File: src/rtl/ee354_pb_conditioner_if.sv
// Button-side bundle of the push-button conditioner: the raw button in and
// the four qualified enables out.
interface ee354_pb_conditioner_if;
  logic PB;
  logic DPB;
  logic SCEN;
  logic MCEN;
  logic CCEN;

  modport master (output PB, input DPB, SCEN, MCEN, CCEN);
  modport slave  (input PB, output DPB, SCEN, MCEN, CCEN);
endinterface

File: src/rtl/ee354_pb_conditioner.sv
// Push-button conditioner: two-flop synchronizer, debounce of press and release,
// then single-pulse, auto-repeat and continuous enables decoded from the FSM state.
module ee354_pb_conditioner #(
  parameter int N_dc = 28
) (
  input  logic                  CLK,
  input  logic                  RESET,
  ee354_pb_conditioner_if.slave pb_bus
);

  // Terminal counts D-1, H-1, R-1 built as bit patterns so they are exactly N_dc wide.
  localparam logic [N_dc-1:0] D_LAST  = {{6{1'b0}}, {(N_dc-6){1'b1}}};
  localparam logic [N_dc-1:0] H_LAST  = {{3{1'b0}}, {(N_dc-3){1'b1}}};
  localparam logic [N_dc-1:0] R_LAST  = {{4{1'b0}}, {(N_dc-4){1'b1}}};
  localparam logic [N_dc-1:0] CNT_ONE = {{(N_dc-1){1'b0}}, 1'b1};

  typedef enum logic [2:0] {
    INI     = 3'd0,
    WQ      = 3'd1,
    SCEN_ST = 3'd2,
    WH      = 3'd3,
    MCEN_ST = 3'd4,
    CCR     = 3'd5,
    WFCR    = 3'd6
  } state_t;

  state_t          state_reg, state_next;
  logic [N_dc-1:0] cnt_reg, cnt_next;
  logic            pb_s1_reg, pb_s2_reg;

  always_ff @(posedge CLK) begin
    if (RESET) begin
      state_reg <= INI;
      cnt_reg   <= '0;
      pb_s1_reg <= 1'b0;
      pb_s2_reg <= 1'b0;
    end else begin
      state_reg <= state_next;
      cnt_reg   <= cnt_next;
      pb_s1_reg <= pb_bus.PB;
      pb_s2_reg <= pb_s1_reg;
    end
  end

  // A low synchronized button is tested before the terminal count so a drop always wins.
  always_comb begin
    state_next = state_reg;
    cnt_next   = cnt_reg;
    unique case (state_reg)
      INI: begin
        cnt_next = '0;
        if (pb_s2_reg) state_next = WQ;
      end
      WQ: begin
        if (!pb_s2_reg) begin
          state_next = INI;
          cnt_next   = '0;
        end else if (cnt_reg == D_LAST) begin
          state_next = SCEN_ST;
          cnt_next   = '0;
        end else begin
          cnt_next = cnt_reg + CNT_ONE;
        end
      end
      SCEN_ST: begin
        state_next = WH;
        cnt_next   = '0;
      end
      WH: begin
        if (!pb_s2_reg) begin
          state_next = WFCR;
          cnt_next   = '0;
        end else if (cnt_reg == H_LAST) begin
          state_next = MCEN_ST;
          cnt_next   = '0;
        end else begin
          cnt_next = cnt_reg + CNT_ONE;
        end
      end
      MCEN_ST: begin
        state_next = CCR;
        cnt_next   = '0;
      end
      CCR: begin
        if (!pb_s2_reg) begin
          state_next = WFCR;
          cnt_next   = '0;
        end else if (cnt_reg == R_LAST) begin
          state_next = MCEN_ST;
          cnt_next   = '0;
        end else begin
          cnt_next = cnt_reg + CNT_ONE;
        end
      end
      WFCR: begin
        // A bounce high restarts the release window without leaving the state.
        if (pb_s2_reg) begin
          cnt_next = '0;
        end else if (cnt_reg == D_LAST) begin
          state_next = INI;
          cnt_next   = '0;
        end else begin
          cnt_next = cnt_reg + CNT_ONE;
        end
      end
      default: begin
        state_next = INI;
        cnt_next   = '0;
      end
    endcase
  end

  always_comb begin
    pb_bus.DPB  = (state_reg != INI) && (state_reg != WQ);
    pb_bus.SCEN = (state_reg == SCEN_ST);
    pb_bus.MCEN = (state_reg == SCEN_ST) || (state_reg == MCEN_ST);
    pb_bus.CCEN = (state_reg == SCEN_ST) || (state_reg == MCEN_ST) || (state_reg == CCR);
  end

endmodule

File: src/flat_wrapper.sv
// flat-port wrapper written by rule: the top's interface ports become plain ports
module ee354_pb_conditioner_flat 
#(
  parameter int N_dc = 28
)
  (CLK, RESET, pb_bus_PB, pb_bus_DPB, pb_bus_SCEN, pb_bus_MCEN, pb_bus_CCEN);
  ee354_pb_conditioner_if pb_bus_i ();
  input  logic CLK;
  input  logic RESET;
  input wire logic [$bits(pb_bus_i.PB)-1:0] pb_bus_PB;
  output wire logic [$bits(pb_bus_i.DPB)-1:0] pb_bus_DPB;
  output wire logic [$bits(pb_bus_i.SCEN)-1:0] pb_bus_SCEN;
  output wire logic [$bits(pb_bus_i.MCEN)-1:0] pb_bus_MCEN;
  output wire logic [$bits(pb_bus_i.CCEN)-1:0] pb_bus_CCEN;
  assign pb_bus_i.PB = pb_bus_PB;
  assign pb_bus_DPB = pb_bus_i.DPB;
  assign pb_bus_SCEN = pb_bus_i.SCEN;
  assign pb_bus_MCEN = pb_bus_i.MCEN;
  assign pb_bus_CCEN = pb_bus_i.CCEN;
  ee354_pb_conditioner #(.N_dc(N_dc)) u_core (.CLK(CLK), .RESET(RESET), .pb_bus(pb_bus_i));
endmodule
File: config.mk
export PLATFORM = sky130hd
export DESIGN_NAME = ee354_pb_conditioner_flat
export DESIGN_NICKNAME = d
export VERILOG_FILES = /design/src/rtl/ee354_pb_conditioner_if.sv /design/src/rtl/ee354_pb_conditioner.sv /design/src/flat_wrapper.sv
export SDC_FILE = /design/constraint.sdc
export NUM_CORES = 1
export LEC_CHECK = 0
export BUFFER_PORTS_ARGS = -buffer_cell sky130_fd_sc_hd__buf_2
export CAP_MARGIN = 20
export CORE_UTILIZATION = 35
export CTS_BUF_LIST = sky130_fd_sc_hd__clkbuf_4
export DETAILED_ROUTE_END_ITERATION = 8
export PLACE_DENSITY = 0.58
export SYNTH_ARGS = -nofsm -noshare
export SYNTH_HDL_FRONTEND = slang
export SYNTH_SLANG_ARGS = --single-unit
export TNS_END_PERCENT = 50
File: constraint.sdc
create_clock -name CLK -period 2.8 [get_ports CLK]
set_input_delay 0.28 -clock CLK [delete_from_list [all_inputs] [get_ports CLK]]
set_output_delay 0.28 -clock CLK [all_outputs]
set_load 0.005 [all_outputs]
==> impl_metrics.csv, run 1 <==
group,metric,value,unit
layout,area_growth,8.72,%
synth,synthSimpleGateAreaFrac,0.378,
layout,stdcell_area,1920,sq um
setup_path,reg2regPathDepth,5,
synth,avgSynthCellArea,9.09,sq um
sta,period_minus_slack,2.16,ns
route,drc,0,
cts,clk_path_buf_depth,2,
sta,final_hold_viol_count,0,
sta,slew_headroom,0.675,
floorplan,die_h,73.0,microns
setup_path,path_max_fanout,7,
setup_path,worstPathRequired,3.07,ns
layout,fin_cells,271,
synth,synth_area_leader_cell,"dfxtp_1",
sta,drv_slew,0,
worst_hold_path,hp-start,"pb_bus_PB",
route,drt_iter0_markers,107,
cts,cts_tree,"done",
cts,clk_latency,0.33,ns
sta,setup_viol,0,
global_route,antenna_found_initial,0,
floorplan,core-area,4790,sq um
cts,cts.htree.levels,2,
cts,cts.sink_count,33,
worst_hold_path,hp-class,"input pin to flop",
synth,synth_top_area_frac,0.374,
synth,seq_area_frac_synth,0.374,
floorplan,ios,7,
place,portBuffers,6,
place,dpl_cell_area,1870,sq um
route,avgRoutedWirePerCell,11.6,microns
setup_path,critPathLaunchType,"flop",
place,routabilityCongestion,0.791,
sta,final.setup.tns,0,ns
setup_path,path_cells,"nand4_1 -> nor4_4 -> o211ai_2 -> or4_1 -> a21oi_1",
synth,synthXorXnorAreaFrac,0.139,
floorplan,die_x,73.0,microns
synth,synthCells,194,
floorplan,fp-row-count,25,
cts,cts-hold-fix-buffers,0,
synth,yosysWarnings,0,
layout,largest_reg_flops,28,
power,p_leak,0.000632,uW
setup_path,end_kind,"flop",
cts,clk_pin_slew,0.10,ns
place,place_hpwl,2220,microns
layout,nets,207,
setup_path,slowest_stage,"nor4_4",
sta,rsz0062_at_grt,"false",
place,dp_cells,263,
synth,ys_seq_elements,33,
global_route,grt_first_pass_wirelength,5620,microns
route,dr.pass1.iters,4,
power,power.density,380,nW/um^2
flow_run,drv_cap,0,
setup_path,cp_top_family,"simple AND/OR/NAND/NOR gates",
sta,tightest_slew,0.484,ns
worst_hold_path,min_to,"u_core.pb_s1_reg",
route,ant_nets,0,
cts,ctsResizeCount,0,
sta,fin_crit_sh,0.772,
synth,syn_nets,198,
synth,synth.area.top_cells,"dfxtp_1 (37%), xor2_1 (8.9%), nor2_2 (7.1%)",
synth,synthesis.area,1760,sq um
synth,synth_adder_area_share,0.00709,
layout,num_antenna_cells,0,
worst_hold_path,whs_path_depth,2,
synth,synthDistinctLibCells,43,
setup_path,crit-reg2reg-launch,"u_core.cnt_reg[8]",
power,peakVddDrop,0.000184,V
setup_path,slowest_delay,0.55,ns
setup_path,worst-path-buf-inv,0,
global_route,grt_pass1_vias,1232,
synth,synth_mux_area_frac,0.00567,
setup_path,reg2reg_to,"u_core.state_reg[2]",
synth,synth_compound_area_frac,0.0702,
cts,post_cts_buffers,0,
setup_path,crit_arrival,2.43,ns
cts,cts-root-buf,"clkbuf_4",
status,status,"completed",
sta,fin_skew,0.00767,ns
setup_path,criticalPathCategory,"flop to flop",
setup_path,rrSetupSlack,0.64,ns
cts,cts_made_buffers,5,
global_route,grt_max_degree,28,
layout,final_layout_size_suffix_gt1_frac,0.221,
route,avgViaCountPerCell,5.00,
floorplan,die-area,5330,sq um
synth,synth_top_family_by_area,"simple AND/OR/NAND/NOR gates",
route,drt_wl_total,3140,microns
global_route,grt_overflow,0,
floorplan,start_util,0.369,
global_route,grtUsageTotal,0.139,
sta,fmax,463,MHz
route,via_count,1356,
layout,fillers,469,
[power by group]
part | internal, uW | switching [uW]
registers | 471 | 2.37
logic | 3.89 | 4.70
clock network | 90.7 | 157
[synth_stat cells (all sizes together)]
| cell type | instances |
|---|---|
| nor2 | 41 |
| dfxtp | 33 |
| xor2 | 18 |
| nand2 | 15 |
| nand4 | 14 |
| nand3 | 12 |
| xnor2 | 10 |
| and3 | 5 |
| clkbuf | 4 |
| nor4 | 4 |
| a21oi | 3 |
| nor2b | 3 |
| and2 | 2 |
| buf | 2 |
| inv | 2 |
| nand2b | 2 |
| nor3 | 2 |
| o211ai | 2 |
| o31ai | 2 |
| or4 | 2 |
| a2111o | 1 |
| a211oi | 1 |
| a31oi | 1 |
| and3b | 1 |
| and4 | 1 |
| and4b | 1 |
| ha | 1 |
| mux2i | 1 |
| nand3b | 1 |
| nand4b | 1 |
| nor4b | 1 |
| o22ai | 1 |
| o311a | 1 |
| o41ai | 1 |
| or2 | 1 |
| or4b | 1 |
[per-stage QoR]
step / setup WS, ns / power [uW] / utilization / hold WS (ns)
5_1_grt: 0.480 / 768 / 0.401 / 0.173
3_5_place_dp: 0.642 / 493 / 0.390 / 0.425
4_1_cts: 0.619 / 746 / 0.401 / 0.147
3_3_place_gp: 0.677 / 493 / 0.390 / 0.418
6_report: 0.640 / 729 / 0.401 / 0.167
2_1_floorplan: 0.708 / 489 / - / 0.349
[cells in the final DEF, fill, tap and decap left out, types with 3 or more instances in the layout]
cell type	Yosys	layout
clkbuf_4	0	5
nor2_2	20	20
nor2_1	21	21
nand2_1	15	15
dfxtp_1	33	33
and3_1	5	5
nand3_1	12	12
buf_2	0	6
nor2b_1	3	3
xor2_1	18	18
a21oi_1	3	3
xnor2_1	10	10
nand4_1	13	13
[worst max-delay path by stage]
stage	slack (ns)	depth (start not counted)	endpoint	startpoint
floorplan	0.71	7	u_core.cnt_reg[10]	u_core.cnt_reg[0]
global placement	0.68	6	u_core.cnt_reg[18]	u_core.cnt_reg[24]
detailed placement	0.64	6	u_core.cnt_reg[20]	u_core.cnt_reg[8]
CTS	0.62	6	u_core.cnt_reg[20]	u_core.cnt_reg[8]
global route	0.48	5	u_core.state_reg[2]	u_core.cnt_reg[8]
finish	0.64	5	u_core.state_reg[2]	u_core.cnt_reg[8]
[kinds of logic (layout without fill, tap and decap cells)]
| group | count (synthesis) | in the layout |
|---|---|---|
| simple gates | 110 | 110 |
| flops | 33 | 33 |
| xor+xnor | 28 | 28 |
| compound gates | 13 | 13 |
| buf+inv | 8 | 18 |
| fa+ha+maj | 1 | 1 |
| mux | 1 | 1 |
[metal layers]
| metal | share of wire | vias to the layer above | track usage |
|---|---|---|---|
| li1 | - | 699 | - |
| met1 | 0.51 | 621 | 0.186 |
| met2 | 0.42 | 29 | 0.199 |
| met3 | 0.045 | 7 | 0.0483 |
| met4 | 0.021 | 0 | 0.0675 |
| met5 | 0 | - | 0 |
[layout make-up]
cell class | count | area, sq um | area share
clock buffer | 5 | 37.5 | 0.0196
clock inverter | 3 | 12.5 | 0.00652
inverter | 2 | 7.51 | 0.00391
multi-input combinational | 153 | 1060 | 0.552
sequential | 33 | 661 | 0.344
tap | 67 | 83.8 | 0.0437
timing repair buffer | 8 | 57.6 | 0.0300
No activity file was read; power rests on OpenSTA's default activity.
==> run 2: changes to the inputs <==
--- a/config.mk
+++ b/config.mk
@@ -10,7 +10,7 @@
 export CORE_UTILIZATION = 35
 export CTS_BUF_LIST = sky130_fd_sc_hd__clkbuf_4
 export DETAILED_ROUTE_END_ITERATION = 8
-export PLACE_DENSITY = 0.58
+export PLACE_DENSITY = 0.6
 export SYNTH_ARGS = -nofsm -noshare
 export SYNTH_HDL_FRONTEND = slang
 export SYNTH_SLANG_ARGS = --single-unit
==> constraint.sdc (replaced) <==
create_clock -name CLK -period 1.8 [get_ports CLK]
set_input_delay 0.18 -clock CLK [delete_from_list [all_inputs] [get_ports CLK]]
set_output_delay 0.18 -clock CLK [all_outputs]
set_load 0.005 [all_outputs]
==> run 2 against run 1 <==
The flow now finishes with violations (negative setup slack); global-route usage rose by 2.2 points; final area rose by 20%; die area did not move; sequential share of layout area fell by 5.7 points; sequential cell count did not move; non-clock buffer count rose by 43; power rose by 80%; wire length rose by 17%; sequential power rose by 56%; first-iteration DRC count fell by 38%; count of clock-buffer cells in the layout rose by 1.
==> impl_metrics.csv, run 2 (synthesized netlist as in run 1, its figures left out) <==
group,metric,value,unit
floorplan,fp-row-count,25,
global_route,grt_max_degree,20,
route,avgViaCountPerCell,4.80,
route,drt_wl_total,3670,microns
power,p_leak,0.000879,uW
sta,drv_slew,0,
global_route,antenna_found_initial,0,
route,via_count,1507,
global_route,use_met1,0.203,
layout,num_antenna_cells,0,
worst_hold_path,hp-class,"input pin to flop",
cts,cts_tree,"done",
global_route,grt_busiest_layer,"met2",
global_route,grt.met2_usage,0.260,
sta,final.setup.tns,-7.92,ns
cts,cts_made_buffers,5,
route,avgRoutedWirePerCell,11.7,microns
sta,rsz0062_at_grt,"true",
place,routabilityCongestion,0.776,
setup_path,worstPathRequired,2.04,ns
sta,setup_viol,31,
cts,cts.htree.levels,2,
route,drc,0,
layout,fillers,450,
sta,period_minus_slack,2.10,ns
layout,final_layout_size_suffix_gt1_frac,0.381,
route,dr.pass1.iters,4,
power,peakVddDrop,0.000489,V
cts,clk_latency,0.35,ns
floorplan,die_x,73.0,microns
floorplan,die_h,73.0,microns
layout,area_growth,30.4,%
global_route,grt_overflow,0,
setup_path,reg2regPathDepth,6,
setup_path,critPathLaunchType,"flop",
setup_path,path_max_fanout,19,
cts,clk_path_buf_depth,2,
setup_path,criticalPathCategory,"flop to flop",
layout,multi_input_area,1080,sq um
place,place_hpwl,2720,microns
sta,tightest_slew,0.357,ns
setup_path,crit_arrival,2.33,ns
sta,fin_skew,0.0138,ns
place,post-place-ws,-0.254,ns
power,power.density,571,nW/um^2
layout,layout_common_cells,"buf_4 (43), dfxtp_1 (32), nor2_2 (22)",
floorplan,start_util,0.369,
floorplan,core-area,4790,sq um
sta,slew_headroom,0.759,
setup_path,end_kind,"flop",
sta,fin_crit_sh,1.16,
status,status,"finished, violations left",
global_route,grtUsageTotal,0.161,
floorplan,ios,7,
worst_hold_path,whs_path_depth,2,
layout,nets,250,
layout,largest_reg_flops,28,
cts,cts-hold-fix-buffers,0,
layout,final_common_cell,"buf_4",
cts,cts.sink_count,33,
global_route,grt_util_met3,0.0373,
floorplan,die-area,5330,sq um
layout,fin_util,0.481,
route,drt_iter0_markers,66,
global_route,grt_pass1_vias,1477,
place,portBuffers,6,
layout,regArea,662,sq um
global_route,grt_first_pass_wirelength,6570,microns
sta,final_hold_viol_count,0,
cts,cts-root-buf,"clkbuf_4",
flow_run,drv_cap,0,
route,ant_nets,0,
cts,clk_pin_slew,0.11,ns
status,failed_checks,"negative setup slack",
sta,fmax,477,MHz
sta,timing.final.ws_setup,-0.296,ns
run 2: changes by cell type in the layout (fill, tap and decap cells not counted), sizes merged:
cell,change
buf,+43
clkbuf,+1
bufinv,+1
clkinv,-2
run 2: critical path, stage by stage (launching register included):
cell and delay, ns:
dfxtp_1 0.34, or4_4 0.57, nor4b_4 0.32, a211oi_2 0.15, o31ai_4 0.33, buf_12 0.22
nor2_2 0.05
run 2: routing by layer:
metal | part of all wire | wire, microns
met5 | 0 | 0
met4 | 0.018 | 65
met3 | 0.028 | 101
met2 | 0.48 | 1750
met1 | 0.48 | 1750
run 2: area by class of cell:
type                    count  share of cell area
clock buffers               6              0.0196
well taps                  67              0.0365
inverters                   2             0.00326
repair buffers             51               0.167
clock inverters             2              0.0147
flip-flops and latches     33               0.288
multi-input cells         153               0.471
run 2: timing repair:
item                                    4_1_cts  5_1_grt
endpoints found under the setup margin       31       31
gates resized for setup                       5        1
cloned                                        0        0
pin swaps                                    13        1
setup buffers                                 0        1
run 2: report_power, final:
part,total (uW),internal [uW],switching [uW]
combinational,16.0,7.94,8.09
clock,561,304,257
sequential,737,733,4.35
total,1310,1040,269
run 2: metrics by stage:
stage	hold WS, ns	std cells	total power [uW]	cell area [sq um]
detailed placement	0.403	305	769	2180
global route	0.0556	314	1370	2300
global placement	0.393	305	769	2180
floorplan	0.249	194	761	1770
finish	0.0574	314	1310	2300
CTS	0.0385	313	1340	2290
run 2: path summary, 6_finish.rpt:
| check | start | to | slack (ns) |
|---|---|---|---|
| min | pb_bus_PB | u_core.pb_s1_reg | 0.06 |
| max | u_core.cnt_reg[25] | u_core.cnt_reg[14] | -0.30 |
| min reg2reg | u_core.pb_s1_reg | u_core.pb_s2_reg | 0.45 |
| max reg2reg | u_core.cnt_reg[25] | u_core.cnt_reg[14] | -0.30 |
==> run 3: changes to the inputs <==
--- a/config.mk
+++ b/config.mk
@@ -5,8 +5,8 @@
 export SDC_FILE = /design/constraint.sdc
 export NUM_CORES = 1
 export LEC_CHECK = 0
-export BUFFER_PORTS_ARGS = -buffer_cell sky130_fd_sc_hd__buf_2
-export CAP_MARGIN = 20
+export BUFFER_PORTS_ARGS = -buffer_cell sky130_fd_sc_hd__buf_4
+export CAP_MARGIN = 40
 export CORE_UTILIZATION = 35
 export CTS_BUF_LIST = sky130_fd_sc_hd__clkbuf_4
 export DETAILED_ROUTE_END_ITERATION = 8
==> run 3 against run 2 <==
Setup slack better by 0.0047 ns; combinational power up 6%; via count down 0.27%; clock skew down 0.0081 ns; clock power down 24%; global-route usage up 0.70 points; critical path type unchanged; highest routed layer unchanged; power down 10%; the flow still finishes with violations (negative setup slack).
==> impl_metrics.csv, run 3 (synthesized netlist as in run 1, its figures left out) <==
group,metric,value,unit
place,dp_cells,304,
cts,cts.htree.levels,2,
route,avgViaCountPerCell,4.80,
setup_path,worst-path-buf-inv,1,
floorplan,fp-row-count,25,
sta,drv_slew,0,
route,drc,0,
status,status,"finished, violations left",
sta,fin_crit_sh,1.16,
global_route,grt_max_degree,19,
route,ant_nets,0,
setup_path,path_max_fanout,18,
place,place_hpwl,2760,microns
sta,rsz0062_at_grt,"true",
global_route,grt_overflow,0,
global_route,grt_first_pass_wirelength,6750,microns
global_route,grt_util_met3,0.0290,
global_route,use_met1,0.218,
setup_path,crit_arrival,2.34,ns
sta,whs,0.0348,ns
global_route,grt.met2_usage,0.264,
status,failed_checks,"negative setup slack",
global_route,grt_pass1_vias,1493,
global_route,antenna_found_initial,0,
cts,cts_tree,"done",
cts,cts-hold-fix-buffers,0,
place,portBuffers,6,
sta,fmax,478,MHz
cts,clk_pin_slew,0.11,ns
setup_path,slowest_delay,0.58,ns
floorplan,core-area,4790,sq um
power,power.density,515,nW/um^2
setup_path,end_kind,"flop",
sta,timing.final.ws_setup,-0.291,ns
setup_path,critPathLaunchType,"flop",
power,p_switching,291,uW
route,drt_wl_total,3730,microns
cts,cts_made_buffers,5,
floorplan,ios,7,
layout,final_layout_size_suffix_gt1_frac,0.378,
cts,cts-root-buf,"clkbuf_4",
power,p_int,888,uW
route,via_count,1503,
cts,cts.sink_count,33,
layout,final_common_cell,"buf_4",
power,seq_power_share,0.625,
place,routabilityCongestion,0.854,
layout,largest_reg_flops,28,
sta,fin_skew,0.00567,ns
route,avgRoutedWirePerCell,11.9,microns
layout,num_antenna_cells,0,
sta,final_hold_viol_count,0,
setup_path,rrSetupSlack,-0.29,ns
layout,fin_cells,313,
power,power.share.clock,0.361,
sta,setup_viol,31,
floorplan,start_util,0.369,
setup_path,criticalPathCategory,"flop to flop",
power,peakVddDrop,0.000394,V
power,pwr-share-comb,0.014,
flow_run,drv_cap,0,
route,drt_iter0_markers,66,
layout,layout_common_cells,"buf_4 (48), dfxtp_1 (31), nor2_1 (21)",
setup_path,path_cells,"or4_4 -> nor4b_4 -> o22ai_1 -> o31ai_4 -> buf_12 -> nor2_1",
worst_hold_path,hp-class,"input pin to flop",
power,sw_frac_of_total,0.247,
layout,nets,249,
power,p_leak,0.000856,uW
sta,period_minus_slack,2.09,ns
layout,area_growth,29.8,%
global_route,grt_busiest_layer,"met2",
setup_path,cp_top_family,"simple AND/OR/NAND/NOR gates",
global_route,grtUsageTotal,0.168,
floorplan,die_x,73.0,microns
sta,slew_headroom,0.753,
cts,clk_path_buf_depth,2,
floorplan,die-area,5330,sq um
sta,tightest_slew,0.371,ns
setup_path,slowest_stage,"or4_4",
route,dr.pass1.iters,4,
setup_path,worstPathRequired,2.05,ns
cts,clk_latency,0.35,ns
floorplan,die_h,73.0,microns
[run 3: layout make-up]
| type | instances | area (sq um) |
|---|---|---|
| Fill cell | 471 | 2500 |
| Multi-Input combinational cell | 153 | 1090 |
| Sequential cell | 33 | 663 |
| Timing Repair Buffer | 50 | 392 |
| Tap cell | 67 | 83.8 |
| Clock buffer | 5 | 37.5 |
| Clock inverter | 3 | 17.5 |
| Inverter | 2 | 7.51 |
[run 3: final timing paths]
kind | startpoint | to | depth (start not counted)
worst max-delay path | u_core.cnt_reg[24] | u_core.cnt_reg[25] | 6
worst min-delay path | RESET | u_core.state_reg[2] | 2
worst max register to register | u_core.cnt_reg[24] | u_core.cnt_reg[25] | 6
worst min register to register | u_core.pb_s1_reg | u_core.pb_s2_reg | 1
[run 3: metal layers]
layer / vias up / routed length (microns)
li1: 781 / -
met4: 0 / 93
met2: 17 / 1800
met5: - / 0
met1: 696 / 1750
met3: 9 / 88
[run 3: power by group through the flow]
stage	clock network, uW	registers [uW]	logic [uW]
floorplan	0	751	10.1
global placement	0	754	16.2
detailed placement	0	754	16.2
CTS	444	737	16.6
global route	472	738	19.0
finish	425	737	16.9
[run 3: timing repair]
item,CTS,global route
gates resized for setup,5,1
setup endpoints to repair,31,31
setup buffers,1,0
pin swaps,6,1
[run 3: per-stage QoR]
step,instance area [sq um],util,power [uW],setup TNS (ns),setup WS [ns]
final,2290,0.478,1180,-7.86,-0.291
after global routing,2290,0.478,1230,-10.20,-0.384
after CTS,2280,0.477,1200,-7.74,-0.290
after detailed placement,2190,0.458,770,-7.30,-0.314
after global placement,2190,0.458,770,-6.75,-0.245
after floorplan,1770,-,761,-6.70,-0.282
